`src/rtl/scancode_arb_pkg.sv`:
```
// Shared types and constants for the scancode arbiter and its strobe generator.
package scancode_arb_pkg;

  typedef enum logic [1:0] {
    IDLE  = 2'd0,
    SETUP = 2'd1,
    PULSE = 2'd2,
    GAP   = 2'd3
  } state_t;

  localparam logic [7:0] SC_EXT   = 8'hE0;
  localparam logic [7:0] SC_REL   = 8'hF0;
  localparam logic [7:0] SC_FLUSH = 8'h00;

  localparam logic SRC_KB  = 1'b0;
  localparam logic SRC_INJ = 1'b1;

  // A prefix byte keeps the owning source locked until its final byte.
  function automatic logic is_prefix(input logic [7:0] b);
    return (b == SC_EXT) || (b == SC_REL);
  endfunction

endpackage

```
`src/rtl/scan_strobe_gen.sv`:
```
// Sequences one SETUP / PULSE / GAP strobe per start; powers up mid-sequence
// so the first strobe after reset is the decoder flush.
module scan_strobe_gen
  import scancode_arb_pkg::*;
#(
  parameter int unsigned PULSE_W = 4,
  parameter int unsigned GAP_W   = 4
) (
  input  logic clk,
  input  logic rst_n,
  input  logic i_start,
  output logic o_strobe,
  output logic o_idle,
  output logic o_done
);

  localparam int unsigned MAX_W = (PULSE_W > GAP_W) ? PULSE_W : GAP_W;
  localparam int unsigned CNT_W = (MAX_W > 1) ? $clog2(MAX_W) : 1;
  localparam logic [CNT_W-1:0] PULSE_LAST = CNT_W'(PULSE_W - 1);
  localparam logic [CNT_W-1:0] GAP_LAST   = CNT_W'(GAP_W - 1);

  state_t           r_state;
  state_t           w_next;
  logic [CNT_W-1:0] r_cnt;
  logic [CNT_W-1:0] w_cnt_next;
  logic             r_strobe;
  logic             w_strobe_d;

  always_ff @(posedge clk or negedge rst_n) begin
    if (!rst_n) begin
      r_state  <= SETUP;
      r_cnt    <= '0;
      r_strobe <= 1'b0;
    end else begin
      r_state  <= w_next;
      r_cnt    <= w_cnt_next;
      r_strobe <= w_strobe_d;
    end
  end

  always_comb begin
    w_next     = r_state;
    w_cnt_next = r_cnt;
    unique case (r_state)
      IDLE: begin
        if (i_start) begin
          w_next     = SETUP;
          w_cnt_next = '0;
        end
      end
      SETUP: begin
        w_next     = PULSE;
        w_cnt_next = '0;
      end
      PULSE: begin
        if (r_cnt == PULSE_LAST) begin
          w_next     = GAP;
          w_cnt_next = '0;
        end else begin
          w_cnt_next = r_cnt + CNT_W'(1);
        end
      end
      GAP: begin
        if (r_cnt == GAP_LAST) begin
          w_next     = IDLE;
          w_cnt_next = '0;
        end else begin
          w_cnt_next = r_cnt + CNT_W'(1);
        end
      end
    endcase
  end

  // Strobe is registered from the next state so it is glitch-free at the pin.
  always_comb begin
    w_strobe_d = (w_next == PULSE);
    o_idle     = (r_state == IDLE);
    o_done     = (r_state == GAP) && (r_cnt == GAP_LAST);
  end

  assign o_strobe = r_strobe;

endmodule

```
`src/rtl/scancode_arbiter.sv`:
```
// Shares the scancode decoder between the keyboard receiver and the injector,
// keeping prefixed sequences atomic and flushing the decoder after stalls.
module scancode_arbiter
  import scancode_arb_pkg::*;
#(
  parameter int unsigned PULSE_W = 4,
  parameter int unsigned GAP_W   = 4,
  parameter logic [15:0] TIMEOUT = 16'd50000
) (
  input  logic       clk,
  input  logic       rst_n,
  input  logic       kb_valid,
  input  logic [7:0] kb_data,
  output logic       kb_ready,
  input  logic       inj_valid,
  input  logic [7:0] inj_data,
  output logic       inj_ready,
  output logic [7:0] scan,
  output logic       scan_received,
  output logic       owner,
  output logic       locked,
  output logic       timeout_pulse
);

  localparam logic [15:0] TMO_LAST = TIMEOUT - 16'd1;
  localparam bit          TMO_EN   = (TIMEOUT != 16'd0);

  logic [7:0]  r_scan;
  logic        r_owner;
  logic        r_locked;
  logic        r_tmo_pulse;
  logic [15:0] r_tmo_cnt;
  logic        r_flush;
  logic        r_first;

  logic       w_idle;
  logic       w_done;
  logic       w_strobe;
  logic       w_can_grant;
  logic       w_pref;
  logic       w_gnt;
  logic       w_accept;
  logic       w_acc_src;
  logic [7:0] w_acc_data;
  logic       w_tmo_hit;
  logic       w_start;

  scan_strobe_gen #(
    .PULSE_W (PULSE_W),
    .GAP_W   (GAP_W)
  ) u_strobe (
    .clk      (clk),
    .rst_n    (rst_n),
    .i_start  (w_start),
    .o_strobe (w_strobe),
    .o_idle   (w_idle),
    .o_done   (w_done)
  );

  // Grant: lock pins the owner; otherwise the source that went last yields.
  always_comb begin
    w_can_grant = w_idle && !r_flush;
    w_pref      = r_first ? SRC_KB : ~r_owner;
    if (w_pref == SRC_KB) begin
      w_gnt = (kb_valid || !inj_valid) ? SRC_KB : SRC_INJ;
    end else begin
      w_gnt = (inj_valid || !kb_valid) ? SRC_INJ : SRC_KB;
    end
    if (r_locked) begin
      w_gnt = r_owner;
    end
    kb_ready   = w_can_grant && kb_valid  && (w_gnt == SRC_KB);
    inj_ready  = w_can_grant && inj_valid && (w_gnt == SRC_INJ);
    w_accept   = kb_ready || inj_ready;
    w_acc_src  = inj_ready ? SRC_INJ : SRC_KB;
    w_acc_data = inj_ready ? inj_data : kb_data;
    w_tmo_hit  = TMO_EN && w_idle && r_locked && !w_accept && (r_tmo_cnt == TMO_LAST);
    w_start    = w_accept || w_tmo_hit;
  end

  always_ff @(posedge clk or negedge rst_n) begin
    if (!rst_n) begin
      r_scan      <= SC_FLUSH;
      r_owner     <= SRC_KB;
      r_locked    <= 1'b0;
      r_tmo_pulse <= 1'b0;
      r_tmo_cnt   <= '0;
      r_flush     <= 1'b1;
      r_first     <= 1'b1;
    end else begin
      r_tmo_pulse <= w_tmo_hit;
      if (w_accept) begin
        r_scan   <= w_acc_data;
        r_owner  <= w_acc_src;
        r_locked <= is_prefix(w_acc_data);
        r_first  <= 1'b0;
      end else if (w_tmo_hit) begin
        r_scan   <= SC_FLUSH;
        r_locked <= 1'b0;
      end
      // Flush flag blocks grants until the flush strobe has completed.
      if (w_tmo_hit) begin
        r_flush <= 1'b1;
      end else if (w_done) begin
        r_flush <= 1'b0;
      end
      if (!w_idle || !r_locked || w_accept) begin
        r_tmo_cnt <= '0;
      end else begin
        r_tmo_cnt <= r_tmo_cnt + 16'd1;
      end
    end
  end

  assign scan          = r_scan;
  assign scan_received = w_strobe;
  assign owner         = r_owner;
  assign locked        = r_locked;
  assign timeout_pulse = r_tmo_pulse;

endmodule

```
`config.mk`:
```
export PLATFORM = sky130hd
export DESIGN_NAME = scancode_arbiter
export DESIGN_NICKNAME = d
export VERILOG_FILES = /design/src/rtl/scancode_arb_pkg.sv /design/src/rtl/scan_strobe_gen.sv /design/src/rtl/scancode_arbiter.sv
export SDC_FILE = /design/constraint.sdc
export NUM_CORES = 1
export LEC_CHECK = 0
export BUFFER_PORTS_ARGS = -buffer_cell sky130_fd_sc_hd__buf_2
export CAP_MARGIN = 20
export CORE_AREA = 3 3 63 65
export DETAILED_ROUTE_END_ITERATION = 8
export DIE_AREA = 0 0 66 68
export PLACE_DENSITY = 0.76
export SLEW_MARGIN = 20
export SYNTH_ARGS = -nofsm -noshare
export SYNTH_HDL_FRONTEND = slang
export SYNTH_SLANG_ARGS = --single-unit
export TNS_END_PERCENT = 50
```
`constraint.sdc`:
```
create_clock -name clk -period 2.3 [get_ports clk]
set_clock_uncertainty 0.2 [all_clocks]
set_input_delay 0.345 -clock clk [delete_from_list [all_inputs] [get_ports clk]]
set_output_delay 0.345 -clock clk [all_outputs]
set_load 0.01 [all_outputs]
```
==> impl_metrics.json <==
{
  "outcome": "completed",
  "tritoncts": "built",
  "layout_min_cycle_time_ps": 2200,
  "clk_latency_ps": 330,
  "drv_slew": 0,
  "syn_area_sq_um": 1850,
  "internal_power_uw": 824,
  "synth-seq-area-share": 0.462,
  "cp_top_family": "flip-flops",
  "cp_num_buf_inv": 2,
  "coreArea_sq_um": 3390,
  "dpl.hpwl_um": 2950,
  "syn_to_final_growth_pct": 16.8,
  "max_cap_violations": 0,
  "synth.avg_cell_area_sq_um": 10.1,
  "met1_usage": 0.230,
  "start_util": 0.546,
  "syn_inst": 184,
  "layout.cells.most_common": "buf_2",
  "p_comb_frac": 0.042,
  "ir_drop_mv": 0.295,
  "root_buffer": "clkbuf_4",
  "wirelength_um": 3950,
  "reg2reg_from": "r_tmo_cnt[0]",
  "arrival_ps": 1650,
  "gr-usage-all-layers": 0.197,
  "tightest_slew_ps": 744,
  "first_global_vias": 1507,
  "crit_path_end_kind": "output port",
  "cts.htree.levels": 2,
  "cts_setup_buffers": 0,
  "dr.pass1.iters": 4,
  "ant_nets": 0,
  "die_area_sq_um": 4490,
  "tns_ps": 0,
  "setup_violations": 0,
  "use_met2": 0.348,
  "slew_headroom": 0.504,
  "cts_made_buffers": 5,
  "final_core_util": 0.638,
  "via_per_inst": 5.73,
  "hold_end": "scan[4]",
  "die_width_um": 66,
  "finalHoldViolCount": 0,
  "vias": 1541,
  "rr_worst_depth": 6,
  "cp_data_required_time_ps": 1750,
  "drcViolationCount": 0,
  "synth.distinct_cells": 43,
  "filler_cell_count": 275,
  "power_uw": 1040,
  "path_clk_slew_ps": 100,
  "min-delay-start": "inj_data[4]",
  "rsz0062_at_grt": "no",
  "p_switching_uw": 215,
  "worstSetupStartpointType": "flop",
  "clock_path_buffers": 2,
  "critPathKind": "reg2out",
  "grt_use_met3": 0.0558,
  "min_path_cells": 3,
  "cpPeakStageDelay_ps": 550,
  "power.leakage_uw": 0.000968,
  "initialDrtViolationCount": 78,
  "ys_ff_latch": 34,
  "crit-reg2reg-capture": "scan[2]",
  "io_pins": 34,
  "rows": 21,
  "cp_slowest_cell": "dfstp_2",
  "hold_class": "in2reg",
  "die_height_um": 68,
  "p_per_area_nw_per_um2": 481,
  "globalRoute.busiestLayer": "met2",
  "crit_fanout": 9,
  "antenna_cells": 0,
  "syn-num-nets": 206,
  "clock-sinks": 34,
  "p_clk_frac": 0.383,
  "seq_power_share": 0.575,
  "grt_max_degree": 35,
  "switching_share": 0.207,
  "layout_common_cells": "33 x buf_2, 31 x dfrtp_1, 16 x nor2_1, 15 x nand2_1, 14 x inv_1",
  "port_buffers": 33,
  "overflow": 0,
  "yosys_warnings": 0,
  "globalplace.congestion": 0.868,
  "regToRegSetupSlack_ps": 270,
  "drive_above_1_share": 0.269,
  "grt_pass1_wl_um": 6680,
  "wl_per_cell_um": 14.7,
  "antenna_found_initial": 0,
  "crit_chain": "nor2_2 -> a21oi_2 -> o211ai_1 -> inv_1 -> buf_2",
  "min_period_over_period": 0.956,
  "nNetsFinal": 244,
  "max_freq_ghz": 0.455
}
## power by group through the flow
stage          registers (uW)  clock network (uW)  logic, uW
2_1_floorplan             609                   0       8.45
3_3_place_gp              609                   0       39.7
3_5_place_dp              609                   0       41.7
4_1_cts                   598                 412       43.7
5_1_grt                   598                 442       48.8
6_report                  598                 398       43.3
## cell type report
cell class / instances / area, sq um / share of cell area
clock buffers: 8 / 78.8 / 0.0365
inverters: 14 / 52.6 / 0.0243
multi-input cells: 129 / 912 / 0.422
flip-flops and latches: 34 / 855 / 0.395
well taps: 46 / 57.6 / 0.0266
repair buffers: 38 / 205 / 0.0950
## registers in the layout, indices dropped and copies added (netlist names)
signal and count:
r_tmo_cnt 16, scan 8, u_strobe.r_cnt 2, u_strobe.r_state 2
locked 1, owner 1, r_first 1, r_flush 1
timeout_pulse 1, u_strobe.o_strobe 1
## cell usage after synthesis (all sizes together)
cell / count / area share
dfrtp: 31 / 0.42
nor2: 17 / 0.035
nand2: 15 / 0.030
inv: 14 / 0.028
xnor2: 8 / 0.038
nand3: 7 / 0.019
o2111ai: 7 / 0.033
o221ai: 7 / 0.033
a21oi: 5 / 0.014
nor4b: 5 / 0.032
o21ai: 5 / 0.014
or3: 5 / 0.020
clkbuf: 4 / 0.0081
nand2b: 4 / 0.014
nor4: 4 / 0.014
o211ai: 4 / 0.026
o22ai: 4 / 0.014
xor2: 4 / 0.019
and2: 3 / 0.010
buf: 3 / 0.015
dfstp: 3 / 0.043
mux2i: 3 / 0.016
nand4: 3 / 0.018
a21o: 2 / 0.0081
and3: 2 / 0.0068
and4: 2 / 0.0095
ha: 2 / 0.014
nand3b: 2 / 0.0081
nor3: 2 / 0.0054
and3b: 1 / 0.0047
mux2: 1 / 0.0081
nor2b: 1 / 0.0034
o211a: 1 / 0.0054
o21a: 1 / 0.0041
o32ai: 1 / 0.0088
or2: 1 / 0.0034
## logic make-up after synthesis
family	after synthesis	share of synthesized area
AO/OA/AOI/OAI	37	0.160
XOR/XNOR	12	0.0568
adder cells (fa/ha/maj)	2	0.0135
flip-flops	34	0.462
multiplexers	4	0.0244
AND/OR/NAND/NOR	74	0.232
buffers and inverters	21	0.0514
## metal layers
metal,vias to the layer above,wire [um]
met5,-,0
met4,0,49
met3,6,190
met2,44,2070
met1,741,1640
li1,750,-
## worst reg2reg max path, cell delays in order, from the launching register on
cell and delay (ps):
dfrtp_1 450, ha_1 280, and4_1 220, nand4_1 160
o22ai_1 230, buf_4 230, o221ai_1 140
## worst max path at each step
stage	from	end	slack, ps	depth (start not counted)
floorplan	u_strobe.r_state[0]	locked	430	5
global placement	inj_valid	kb_ready	280	6
detailed placement	inj_valid	kb_ready	220	6
CTS	owner	kb_ready	10	5
global route	r_first	kb_ready	7	5
finish	r_first	kb_ready	100	5
## timing repair
item,in CTS,in global routing
setup endpoints to repair,1,1
endpoints found under the hold margin,31,0
resized for setup,2,2
hold buffers,1,0
## per-stage QoR
step           worst slack, ps  hold WS [ps]  cells  instance area (sq um)
3_3_place_gp               280           237    260                   2060
2_1_floorplan              427          -151    184                   1850
4_1_cts                   10.9           101    269                   2150
5_1_grt                   7.31          97.9    269                   2160
3_5_place_dp               222           246    260                   2060
6_report                   101           108    269                   2160
Power figures use the tool's default switching activity.
